## src/rtl/bram_port_arbiter.sv

```systemverilog
// Round-robin arbiter sharing one block_ram_dpi port between N_REQ requesters, with read-return routing.
// Define BRAM_ARB_BURST_EN to enable locked bursts (up to MAX_BURST consecutive grants to one owner).
module bram_port_arbiter #(
  parameter int N_REQ     = 2,
  parameter int AW        = 32,
  parameter int DW        = 64,
  parameter int RD_LAT    = 1,
  parameter int MAX_BURST = 16
) (
  input  logic                clk,
  input  logic                rst_n,
  input  logic [N_REQ-1:0]    req,
  input  logic [N_REQ-1:0]    req_we,
  input  logic [N_REQ-1:0]    req_lock,
  input  logic [N_REQ*AW-1:0] req_addr,
  input  logic [N_REQ*DW-1:0] req_wdata,
  output logic [N_REQ-1:0]    gnt,
  output logic [N_REQ-1:0]    rvalid,
  output logic [DW-1:0]       rdata,
  output logic [AW-1:0]       bram_addr,
  output logic [DW-1:0]       bram_wdata,
  output logic                bram_wen,
  input  logic [DW-1:0]       bram_rdata
);

  localparam int IW = (N_REQ > 1) ? $clog2(N_REQ) : 1;
  localparam logic [IW-1:0] LAST_ID = IW'(N_REQ - 1);

  logic [IW-1:0] rr_ptr, rr_nx, arb_win, win;
  logic          arb_found, granted;
  logic [AW-1:0] addr_q;
  logic [DW-1:0] wdata_q;
  logic          rd_vld_p [RD_LAT];
  logic [IW-1:0] rd_id_p  [RD_LAT];

  function automatic logic [IW-1:0] next_id(input logic [IW-1:0] id);
    return (id == LAST_ID) ? '0 : id + 1'b1;
  endfunction

  always_comb begin
    int idx;
    arb_found = 1'b0;
    arb_win   = '0;
    idx       = 0;
    for (int k = 0; k < N_REQ; k++) begin
      idx = int'(rr_ptr) + k;
      if (idx >= N_REQ) idx = idx - N_REQ;
      if (!arb_found && req[idx]) begin
        arb_found = 1'b1;
        arb_win   = idx[IW-1:0];
      end
    end
  end

`ifdef BRAM_ARB_BURST_EN
  localparam int BW = $clog2(MAX_BURST + 1);

  typedef enum logic {ARB, LOCKED} state_t;
  state_t        state, state_nx;
  logic [IW-1:0] owner, owner_nx;
  logic [BW-1:0] beat_cnt, beat_nx;

  // Dropping req while locked falls through to normal arbitration in the same cycle
  always_comb begin
    state_nx = state;
    owner_nx = owner;
    beat_nx  = beat_cnt;
    rr_nx    = rr_ptr;
    granted  = 1'b0;
    win      = arb_win;
    if (rst_n) begin
      if (state == LOCKED && req[owner]) begin
        granted = 1'b1;
        win     = owner;
        beat_nx = beat_cnt + 1'b1;
        if (!req_lock[owner] || beat_nx == BW'(MAX_BURST)) begin
          state_nx = ARB;
          beat_nx  = '0;
          rr_nx    = next_id(owner);
        end
      end else begin
        state_nx = ARB;
        beat_nx  = '0;
        if (arb_found) begin
          granted = 1'b1;
          rr_nx   = next_id(arb_win);
          if (req_lock[arb_win] && MAX_BURST > 1) begin
            state_nx = LOCKED;
            owner_nx = arb_win;
            beat_nx  = BW'(1);
          end
        end
      end
    end
  end

  always_ff @(posedge clk or negedge rst_n) begin
    if (!rst_n) begin
      state    <= ARB;
      owner    <= '0;
      beat_cnt <= '0;
    end else begin
      state    <= state_nx;
      owner    <= owner_nx;
      beat_cnt <= beat_nx;
    end
  end
`else
  logic unused_lock;
  assign unused_lock = ^req_lock;

  always_comb begin
    granted = rst_n & arb_found;
    win     = arb_win;
    rr_nx   = granted ? next_id(arb_win) : rr_ptr;
  end
`endif

  always_comb begin
    gnt = '0;
    if (granted) gnt[win] = 1'b1;
  end

  assign bram_wen   = granted & req_we[win];
  assign bram_addr  = granted ? req_addr[win*AW +: AW]  : addr_q;
  assign bram_wdata = granted ? req_wdata[win*DW +: DW] : wdata_q;
  assign rdata      = bram_rdata;

  always_ff @(posedge clk or negedge rst_n) begin
    if (!rst_n) begin
      rr_ptr  <= '0;
      addr_q  <= '0;
      wdata_q <= '0;
    end else begin
      rr_ptr <= rr_nx;
      if (granted) begin
        addr_q  <= req_addr[win*AW +: AW];
        wdata_q <= req_wdata[win*DW +: DW];
      end
    end
  end

  // Read-return pipe: stage p0 captured at the grant edge, rvalid taken from the last stage
  always_ff @(posedge clk or negedge rst_n) begin
    if (!rst_n) begin
      for (int i = 0; i < RD_LAT; i++) rd_vld_p[i] <= 1'b0;
    end else begin
      rd_vld_p[0] <= granted & ~req_we[win];
      for (int i = 1; i < RD_LAT; i++) rd_vld_p[i] <= rd_vld_p[i-1];
    end
  end

  always_ff @(posedge clk) begin
    rd_id_p[0] <= win;
    for (int i = 1; i < RD_LAT; i++) rd_id_p[i] <= rd_id_p[i-1];
  end

  always_comb begin
    rvalid = '0;
    if (rd_vld_p[RD_LAT-1]) rvalid[rd_id_p[RD_LAT-1]] = 1'b1;
  end

endmodule

```

## config.mk

```make
export PLATFORM = sky130hd
export DESIGN_NAME = bram_port_arbiter
export DESIGN_NICKNAME = d
export VERILOG_FILES = /design/src/rtl/bram_port_arbiter.sv
export SDC_FILE = /design/constraint.sdc
export NUM_CORES = 1
export LEC_CHECK = 0
export ABC_CLOCK_PERIOD_IN_PS = 1860
export CAP_MARGIN = 20
export CORE_AREA = 2 2 168 170
export DETAILED_ROUTE_END_ITERATION = 7
export DIE_AREA = 0 0 170 172
export GPL_TIMING_DRIVEN = 0
export PLACE_DENSITY = 0.6
export SKIP_LAST_GASP = 1
export SLEW_MARGIN = 15
export SYNTH_ARGS = -nofsm -noshare
export SYNTH_HDL_FRONTEND = slang
export SYNTH_SLANG_ARGS = --single-unit
export TNS_END_PERCENT = 1
```

## constraint.sdc

```tcl
create_clock -name clk -period 1.86 [get_ports clk]
set_clock_uncertainty 0.05 [all_clocks]
set_input_delay 0.186 -clock clk [delete_from_list [all_inputs] [get_ports clk]]
set_output_delay 0.186 -clock clk [all_outputs]
set_load 0.05 [all_outputs]
```

# After elaboration in Yosys (flattened, before gate mapping)

Memories as Yosys holds them, arrays and structs flattened.
Index checks and enable logic that the tools add are counted.

$mul: 0
Shift operators: 2
Bitwise logic cells: 4
Muxes and demuxes: 23
Eq/ne operators: 0
Reduce and logical (&&, ||, !) cells: 4
Add/sub/neg operators: 4
Div/mod/pow operators: 0
$lt $le $gt $ge: 8

Operators with widths:

| kind                  | count |
|---|---|
| $shiftx A128 B8 Y64   | 1 |
| $mux W32              | 3 |
| $lt A32 B3 Y1 const B | 2 |
| $mux W64              | 1 |
| $shiftx A64 B7 Y32    | 1 |
| $mux W1               | 15 |
| $lt A1 B2 Y1 const B  | 2 |
| $mux W2               | 2 |
| $and A1 B1 Y1         | 3 |
| $logic_and A1 B1 Y1   | 3 |
| $sub A1 B2 Y3 const B | 1 |
| $sub A2 B2 Y3 const B | 1 |
| $add A1 B1 Y2 const B | 1 |
| $demux W1 S1          | 2 |
| $ge A1 B1 Y1 const B  | 2 |
| $ge A1 B2 Y1 const B  | 1 |
| $ge A2 B2 Y1 const B  | 1 |
| $add A1 B1 Y1 const B | 1 |
| $logic_not A1 Y1      | 1 |
| $not A1 Y1            | 1 |

Logic and storage cells: 50
Memories: 1
RAM bits: 1
Register bits after elaboration: 98
Output and inout bits: 165
Input port bits: 264
Bits in read-only memories: 0
Latch bits: 0

Memories:

| memory  | words | bits a word | rd ports | clocked after memory_dff | write ports | RTL line | RTL |
|---|---|---|---|---|---|---|---|
| rd_id_p | 1     | 1           | 1        | 0                        | 1           | 34       | `logic [IW-1:0] rd_id_p [RD_LAT];` |

# Depth between registers and ports, before layout

Gate-level depths: netlist of the first run.

Depth after elaboration: 14
Depth in mapped cells: 6
Mapped depth without buffers: 3

# Worst setup path after synthesis of the first run

OpenSTA, ideal clock, no wires.

Path type: register to output
Start: reg rr_ptr
End: out bram_wdata[55]
Path slack: -0.255 ns
Stages on the path, launching flop included: 4
Required time: 1.624 ns
Path buffers: 1
Arrival: 1.879 ns
Path through: dfrtp_1 a21oi_2 clkbuf_1 a221o_1

Word-level cells in the longest chain between the ends: 11
Elaborated cells on any way between the ends: 22
Classes of those cells: 3 x add/sub; 2 x order compare; 1 x shift; 13 x mux; 1 x bitwise; 2 x reduce/logical

Ends and longest elaborated chain:

| what                                                 | RTL line | RTL |
|---|---|---|
| from (decl)                                          | 29       | `logic [IW-1:0] rr_ptr, rr_nx, arb_win, win;` |
| from (signal assigned)                               | 135      | `rr_ptr <= rr_nx;` |
| $sub A1 B2 Y3 or $ge A1 B2 Y1 (tied branches)        | 47       | `if (idx >= N_REQ) idx = idx - N_REQ;` |
| $mux W32                                             | 47       |  |
| $mux W1 (implied by the code) (3 in series)          | 48       | `if (!arb_found && req[idx]) begin` |
| $mux W1                                              | 48       |  |
| $logic_not A1 Y1                                     | 48       |  |
| $logic_and A1 B1 Y1                                  | 48       |  |
| $mux W1                                              | 48       |  |
| $shiftx A128 B8 Y64 or $and A1 B1 Y1 (tied branches) | 126, 113 |  |
| $mux W64 (*)                                         | 126      | `assign bram_wdata = granted ? req_wdata[win*DW +: DW] : wdata_q;` |
| to (decl)                                            | 21       | `output logic [DW-1:0] bram_wdata,` |

Mark *: on every way between the ends. The rest lies on a longest branch, timed or not. The select of a mux whose other input is x is not followed.

# Worst setup path after layout of the first run

Start: reg rr_ptr
End: out bram_wdata[34]

Same word-level chain as after synthesis.

==> reports/qor.yml, run 1 <==
critPathRequiredTime_ns: 1.62
timing.reg2reg.worst_path_depth: 6
largest_area_contributor_in_the_synthesized_netlist: "dfrtp_1"
final-hold-violation-count: 0
start_util_pct: 17.4
timing.hold.worst_path_depth: 2
fin_area_um2: 9400
wl_per_cell_um: 17.6
fmax_ghz: 0.446
wl_um: 20300
post-synth-top-area-fraction_pct: 51.3
post_synth_instance_area_um2: 4780
ir_worst_vdd_uv: 304
max_slew.worst_pin.slew_ns: 0.559
buffer_ports.inserted: 362
end_kind: "output port"
layout_commonest_cell: "clkdlybuf4s50_1"
antenna_cells_inserted: 0
yosysWarnings: 0
setup.worst_path.class: "register to output port"
place.gp.congestion: 0.738
timing.critical_path.from_type: "register"
worstSkewPairLatency_ns: 0.34
grt_first_pass_wirelength_um: 29300
total_congestion_overflow: 0
synth_seq_cells: 99
sw_ratio_pct: 39.2
sequentialPowerShare_pct: 31.3
rsz_0062_raised_after_global_routing: "true"
power_report.internal_total_uw: 4910
commonest_cells_after_routing_fill_and_taps_aside: "260 x clkdlybuf4s50_1, 98 x and2_1, 98 x dfrtp_1"
number_of_buffers_created_by_cts: 9
outcome: "finished with violations"
setup_slack_ns: -0.383
power.share.clock_pct: 22.9
grt_antenna_before_repair: 0
layout.nets: 1065
die_area_um2: 29200
detailedRoute.firstIterationViolations: 226
synth.net_count: 663
synth-seq-area-share_pct: 51.8
report.final.slew_viol_count: 0
vias_after_detailed_routing: 4684
failing_checks: "setup timing"
groute.usage.overall_pct: 13.4
share_comb_of_total_power_pct: 45.9
max_cap_viol: 0
hold_class: "input pin to register"
via_per_inst: 4.07
finalWorstPathRequiredPeriod_ns: 2.24
root_buffer: "clkbuf_16"
dpl-instance-area_um2: 8860
syn_inst: 399
fp.dieH_um: 172
clock_transition_at_the_registers_of_the_reported_paths_ns: 0.08
p_leak_uw: 0.00419
ctsLongestPathBuffers: 2
sinks_on_the_clock_net: 99
firstDrtPassIters: 4
synth.area.top_cells: "dfrtp_1 51%, a221o_1 20%, and2_1 13%"
detail_route.drc_violations: 0
switching_power_uw: 3170
drive_gt1_share_pct: 29.3
fin_setup_tns_ns: -34.55
grt_start_max_net_pins: 28
layout.cells.non_filler: 1152
die_w_um: 170
drtAntennaViolNets: 0
critical_path_peak_fanout: 10
synthDistinctLibCells: 20
clock_tree_from_tritoncts: "yes"
total_power_uw: 8080
power_density_nw_per_um2: 860
critPathArrivalTime_ns: 2.01
dpl.hpwl_um: 15100
rows: 61
syn_avg_cell_area_um2: 12.0
period_share_pct: 121
syn_to_final_growth_pct: 96.8
design.core.area_um2: 27500
vias_in_the_first_global_route: 4861
htree_num_levels: 3
detailedPlace.worstSlack_ns: -1.85
setup_viol: 99
timing.max_slew.rel_slack_pct: 62.6
dp_cells: 1108
ioPinCount: 429
[registers in the layout (all words and copies together) (netlist names)]
name / cells
addr_q: 32
rd_id_p: 1
rd_vld_p: 1
rr_ptr: 1
wdata_q: 64
[stage by stage]
stage	utilization, %	hold WS (ns)
4_1_cts	34.1	0.367
5_1_grt	34.2	0.199
6_report	34.2	0.195
3_5_place_dp	32.3	0.108
3_3_place_gp	32.2	0.462
2_1_floorplan	-	-0.160
[what timing repair did]
item,4_1_cts,5_1_grt
gates resized for setup,601,10
buffers inserted,17,1
hold buffers,7,0
gates cloned,5,0
endpoints found under the hold margin,98,0
pin swaps,33,1
endpoints found under the setup margin,199,101
[critical path, cell delays in order (launching register included)]
cell and delay (ns):
dfrtp_1 0.43, nand2b_4 0.16, and3_4 0.24, buf_12 0.16, buf_8 0.15, a221o_1 0.36, buf_6 0.17
[power by group through the flow]
stage	clock (uW)	combinational, uW	sequential, uW
finish	1850	3710	2530
detailed placement	0	3680	2570
CTS	1950	3730	2530
global placement	0	3670	2560
global route	2030	3890	2560
floorplan	0	2230	2550
[metal layers]
metal | global-route usage, % | wire length [um] | vias up
met4 | 2.53 | 117 | 0
li1 | - | - | 2225
met5 | 0 | 0 | -
met2 | 24.1 | 10400 | 223
met3 | 3.34 | 1450 | 8
met1 | 16.4 | 8310 | 2228
[final cells by class]
class	count	area (um2)
Buffer	93	694
Clock buffer	12	246
Clock inverter	4	35.0
Fill cell	2815	18100
Multi-Input combinational cell	206	1700
Sequential cell	99	2470
Tap cell	346	433
Timing Repair Buffer	392	3820
[worst paths after layout]
| path | start | to | slack [ns] |
|---|---|---|---|
| hold / removal | req[1] | rd_id_p[0] | 0.20 |
| min in group asynchronous | rst_n | wdata_q[50] | 0.44 |
| setup reg to reg | rr_ptr | wdata_q[40] | 0.08 |
| hold reg to reg | wdata_q[16] | wdata_q[16] | 0.53 |
| max in group asynchronous | rst_n | addr_q[26] | 0.94 |
| setup / recovery | rr_ptr | bram_wdata[34] | -0.38 |
[kinds of logic after synthesis]
family / count (synthesis) / share of synthesized area, %
buffers and inverters: 95 / 13.4
and+or+nand+nor: 104 / 13.9
AOI/OAI and AO/OA: 101 / 21.0
DFF: 99 / 51.8
[synth_stat cells]
| library cell | instances |
|---|---|
| and3_4 | 1 |
| dfxtp_1 | 1 |
| a21oi_1 | 1 |
| nand3_1 | 1 |
| clkbuf_2 | 1 |
| buf_2 | 5 |
| a21oi_2 | 1 |
| a221o_1 | 96 |
| o21ai_2 | 1 |
| nor2b_1 | 1 |
| a21o_1 | 1 |
| buf_6 | 5 |
| clkbuf_1 | 20 |
| nand2b_4 | 1 |
| dfrtp_1 | 98 |
| a21bo_2 | 1 |
| nand2_1 | 1 |
| and3b_1 | 1 |
| buf_4 | 64 |
| and2_1 | 98 |
(Power assumes the default switching activity.)
==> run 2, diff against run 1 <==
--- a/config.mk
+++ b/config.mk
@@ -5,13 +5,14 @@
 export SDC_FILE = /design/constraint.sdc
 export NUM_CORES = 1
 export LEC_CHECK = 0
+export ABC_AREA = 1
 export ABC_CLOCK_PERIOD_IN_PS = 1860
 export CAP_MARGIN = 20
 export CORE_AREA = 2 2 168 170
 export DETAILED_ROUTE_END_ITERATION = 7
 export DIE_AREA = 0 0 170 172
 export GPL_TIMING_DRIVEN = 0
-export PLACE_DENSITY = 0.6
+export PLACE_DENSITY = 0.62
 export SKIP_LAST_GASP = 1
 export SLEW_MARGIN = 15
 export SYNTH_ARGS = -nofsm -noshare
==> run 2 against run 1 <==
  * The flow still finishes with violations (setup timing)
  * Register-to-register slack improved by 0.25 ns
  * Worst setup slack improved by 0.23 ns
  * Total power rose by 7.7%
  * Final cell count is 20% higher
  * Flip-flop and latch count unchanged
  * Cell area rose by 10%
  * Global-route usage up 4.0 points
  * Area after synthesis rose by 10%
  * Combinational power increased by 10%
  * Utilization grew 3.4 points
  * Critical path type unchanged
  * Critical endpoint is now bram_addr[1]
  * Largest power group unchanged
==> reports/qor.yml, run 2 <==
vias_after_detailed_routing: 6246  # +33%
post_synth_fa_ha_maj_area_fraction_pct: 0  # unchanged
max_cap_viol: 0  # unchanged
synthDistinctLibCells: 18  # -10%
grt_start_max_net_pins: 28  # unchanged
timing.critical_path.from_type: "register"
end_kind: "output port"
outcome: "finished with violations"
die_w_um: 170  # unchanged
fin_area_um2: 10300  # +10%
syn_avg_cell_area_um2: 8.38  # -30%
vias_in_the_first_global_route: 6287  # +29%
syn_inst: 630  # +58%
layout_commonest_cell: "clkdlybuf4s50_1"
rsz_0062_raised_after_global_routing: "true"
met3_usage_pct: 4.62  # +1.3 points
setup_viol: 100  # +1.0%
wl_um: 26800  # +32%
registers.top_by_ff_count: "wdata_q"
maximum_cell_stage_delay_along_the_critical_path_ns: 0.38  # -0.05 ns
dpl.hpwl_um: 19500  # +29%
via_per_inst: 4.54  # +12%
use_met2_pct: 30.1  # +6.0 points
power_density_nw_per_um2: 841  # -2.2%
sw_ratio_pct: 41.2  # +2.0 points
syn_to_final_growth_pct: 96.1
total_congestion_overflow: 0  # unchanged
layout.nets: 1290  # +21%
setup_slack_ns: -0.151  # +0.231 ns
wl_per_cell_um: 19.5  # +11%
synth_simple_gate_area_share_pct: 37.6  # +24 points
firstDrtPassIters: 5  # +1
sinks_on_the_clock_net: 99  # unchanged
ir_worst_vdd_uv: 438  # +44%
critical_path_peak_fanout: 6  # -4
worstSkewPairLatency_ns: 0.35  # about the same
synthTopCellsByCount: "193 x nand3_1, 100 x nand2_1, 98 x dfrtp_1"
max_slew.worst_pin.slew_ns: 0.794  # +0.235 ns
period_share_pct: 108  # -12 points
grt_first_pass_wirelength_um: 37600  # +28%
number_of_buffers_created_by_cts: 9  # unchanged
drive_gt1_share_pct: 27.5  # -1.7 points
critPathRequiredTime_ns: 1.62  # about the same
synth-edff-count: 0  # unchanged
post-synth-top-area-fraction_pct: 46.5  # -4.9 points
synth-seq-area-share_pct: 46.9  # -4.9 points
grt_antenna_before_repair: 1  # +1
detail_route.drc_violations: 0  # unchanged
report.final.slew_viol_count: 0  # unchanged
timing.hold.ws_ns: 0.385  # +0.190 ns
failing_checks: "setup timing"
largest_reg_flops: 64  # unchanged
place.gp.congestion: 0.799  # +8.3%
most_heavily_used_metal_layer_in_global_routing: "met2"
synth_seq_cells: 99  # unchanged
post_synth_xor_area_fraction_pct: 0  # unchanged
timing.max_slew.rel_slack_pct: 46.9  # -16 points
antenna_cells_inserted: 0  # unchanged
htree_num_levels: 3  # unchanged
sequentialPowerShare_pct: 29.3  # -2.0 points
clock_transition_at_the_registers_of_the_reported_paths_ns: 0.08  # about the same
dpl-instance-area_um2: 9360  # +5.5%
top_regs: "wdata_q x64, addr_q x32"
die_area_um2: 29200  # unchanged
finalWorstPathRequiredPeriod_ns: 2.01  # -0.231 ns
power.share.clock_pct: 23.7  # +0.8 points
hold_class: "input pin to register"
synth.area.top_cells: "dfrtp_1 46%, nand3_1 18%, nand4_1 11%"
detailedPlace.worstSlack_ns: -1.81  # +0.0361 ns
ctsLongestPathBuffers: 2  # unchanged
share_comb_of_total_power_pct: 47.0  # +1.1 points
synthMuxAreaShare_pct: 0  # unchanged
ioPinCount: 429  # unchanged
largest_area_contributor_in_the_synthesized_netlist: "dfrtp_1"
async_reset_ff_share_pct: 99.0  # unchanged
p_leak_uw: 0.00468  # +12%
cell_with_the_most_instances_after_synthesis: "nand3_1"
fp.dieH_um: 172  # unchanged
commonest_register_cell_after_synthesis: "dfrtp_1"
critPathArrivalTime_ns: 1.78  # -0.23 ns
setup.worst_path.class: "register to output port"
final-hold-violation-count: 0  # unchanged
commonest_cells_after_routing_fill_and_taps_aside: "260 x clkdlybuf4s50_1, 167 x nand3_1, 133 x buf_4"
drtAntennaViolNets: 0  # unchanged
rows: 61  # unchanged
critical_path_buf_inv_count: 5  # +2
post_synth_instance_area_um2: 5280  # +10%
combinational_family_with_the_most_area_after_synthesis: "simple AND/OR/NAND/NOR gates"
detailedRoute.firstIterationViolations: 280  # +24%
switching_power_uw: 3590  # +13%
yosysWarnings: 0  # unchanged
critical_path.top_delay_family: "buffers and inverters"
buffer_ports.inserted: 361  # -0.28%
synth_compound_area_share_pct: 0.498  # -20 points
root_buffer: "clkbuf_16"
crit_chain: "inv_2 -> nand2_8 -> buf_12 -> buf_6 -> clkbuf_16 -> nand4_1 -> nand3_2 -> buf_8"
synth.net_count: 894  # +35%
start_util_pct: 19.2  # +1.8 points
clock_tree_from_tritoncts: "yes"
fmax_ghz: 0.497  # +12%
groute.usage.overall_pct: 17.4  # +4.0 points
met1_usage_pct: 21.5  # +5.1 points
design.core.area_um2: 27500  # unchanged
critical_path.slowest_cell: "dfrtp_1"
power_report.internal_total_uw: 5120  # +4.1%
-- run 2: cell count changes in the layout (fill, tap and decap cells not counted), sizes merged, moves of 33 or more --
| cell | delta |
|---|---|
| nand3 | +192 |
| and2 | -98 |
| nand4 | +96 |
| nand2 | +102 |
| buf | +33 |
| a221o | -96 |
-- run 2: area by class of cell --
type | instances | area, um2
plain buffers | 126 | 952
clock buffers | 10 | 239
clock inverters | 6 | 70.1
fillers | 2854 | 17100
inverters | 6 | 22.5
multi-input cells | 400 | 2200
flip-flops and latches | 99 | 2470
well taps | 346 | 433
repair buffers | 384 | 3960
-- run 2: per-layer routing --
layer	up-vias	share of wire, %
met1	2936	41
met3	32	7.6
li1	2966	-
met5	-	0.048
met4	2	2.2
met2	310	49
-- run 2: worst paths after layout --
kind	startpoint	endpoint	slack, ns	cells past startpoint
worst min-delay path	req_wdata[48]	wdata_q[48]	0.39	3
min in group asynchronous	rst_n	wdata_q[33]	0.45	3
worst max register to register	rr_ptr	addr_q[4]	0.33	8
worst min register to register	wdata_q[19]	wdata_q[19]	0.45	2
worst max-delay path	rr_ptr	bram_addr[1]	-0.15	8
max in group asynchronous	rst_n	addr_q[31]	0.60	3
-- run 2: through the flow --
stage,cells,setup TNS [ns],util [%],total power [uW]
floorplan,630,0,-,4830
global placement,1337,-1303.53,33.9,6400
detailed placement,1338,-212.27,34.0,6420
CTS,1372,-15.20,36.8,8690
global route,1377,-18.20,37.7,9100
finish,1377,-8.93,37.7,8700
-- run 2: what timing repair did --
item                                    4_1_cts  5_1_grt
resized for setup                           702       50
hold buffers                                  7        0
setup buffers                                 7        4
cloned                                        4        1
pin swaps                                     6        7
endpoints found under the setup margin      199      101
endpoints found under the hold margin        98        0
-- run 2: power groups by stage --
stage               registers [uW]  logic, uW  clock network (uW)
detailed placement            2590       3830                   0
floorplan                     2580       2250                   0
global route                  2580       4300                2210
global placement              2590       3810                   0
finish                        2550       4090                2060
CTS                           2550       4010                2140
-- run 2: cells by family (layout without fill, tap and decap cells) --
| family | Yosys count | count (layout) |
|---|---|---|
| DFF | 99 | 99 |
| and+or+nand+nor | 396 | 397 |
| AOI/OAI and AO/OA | 3 | 3 |
| buffers and inverters | 132 | 532 |
-- run 2: tightest hold or removal path: cells and delay by family --
family                 cells  cell delay [ns]
buffers and inverters      1             0.39
AND/OR/NAND/NOR            2             0.16
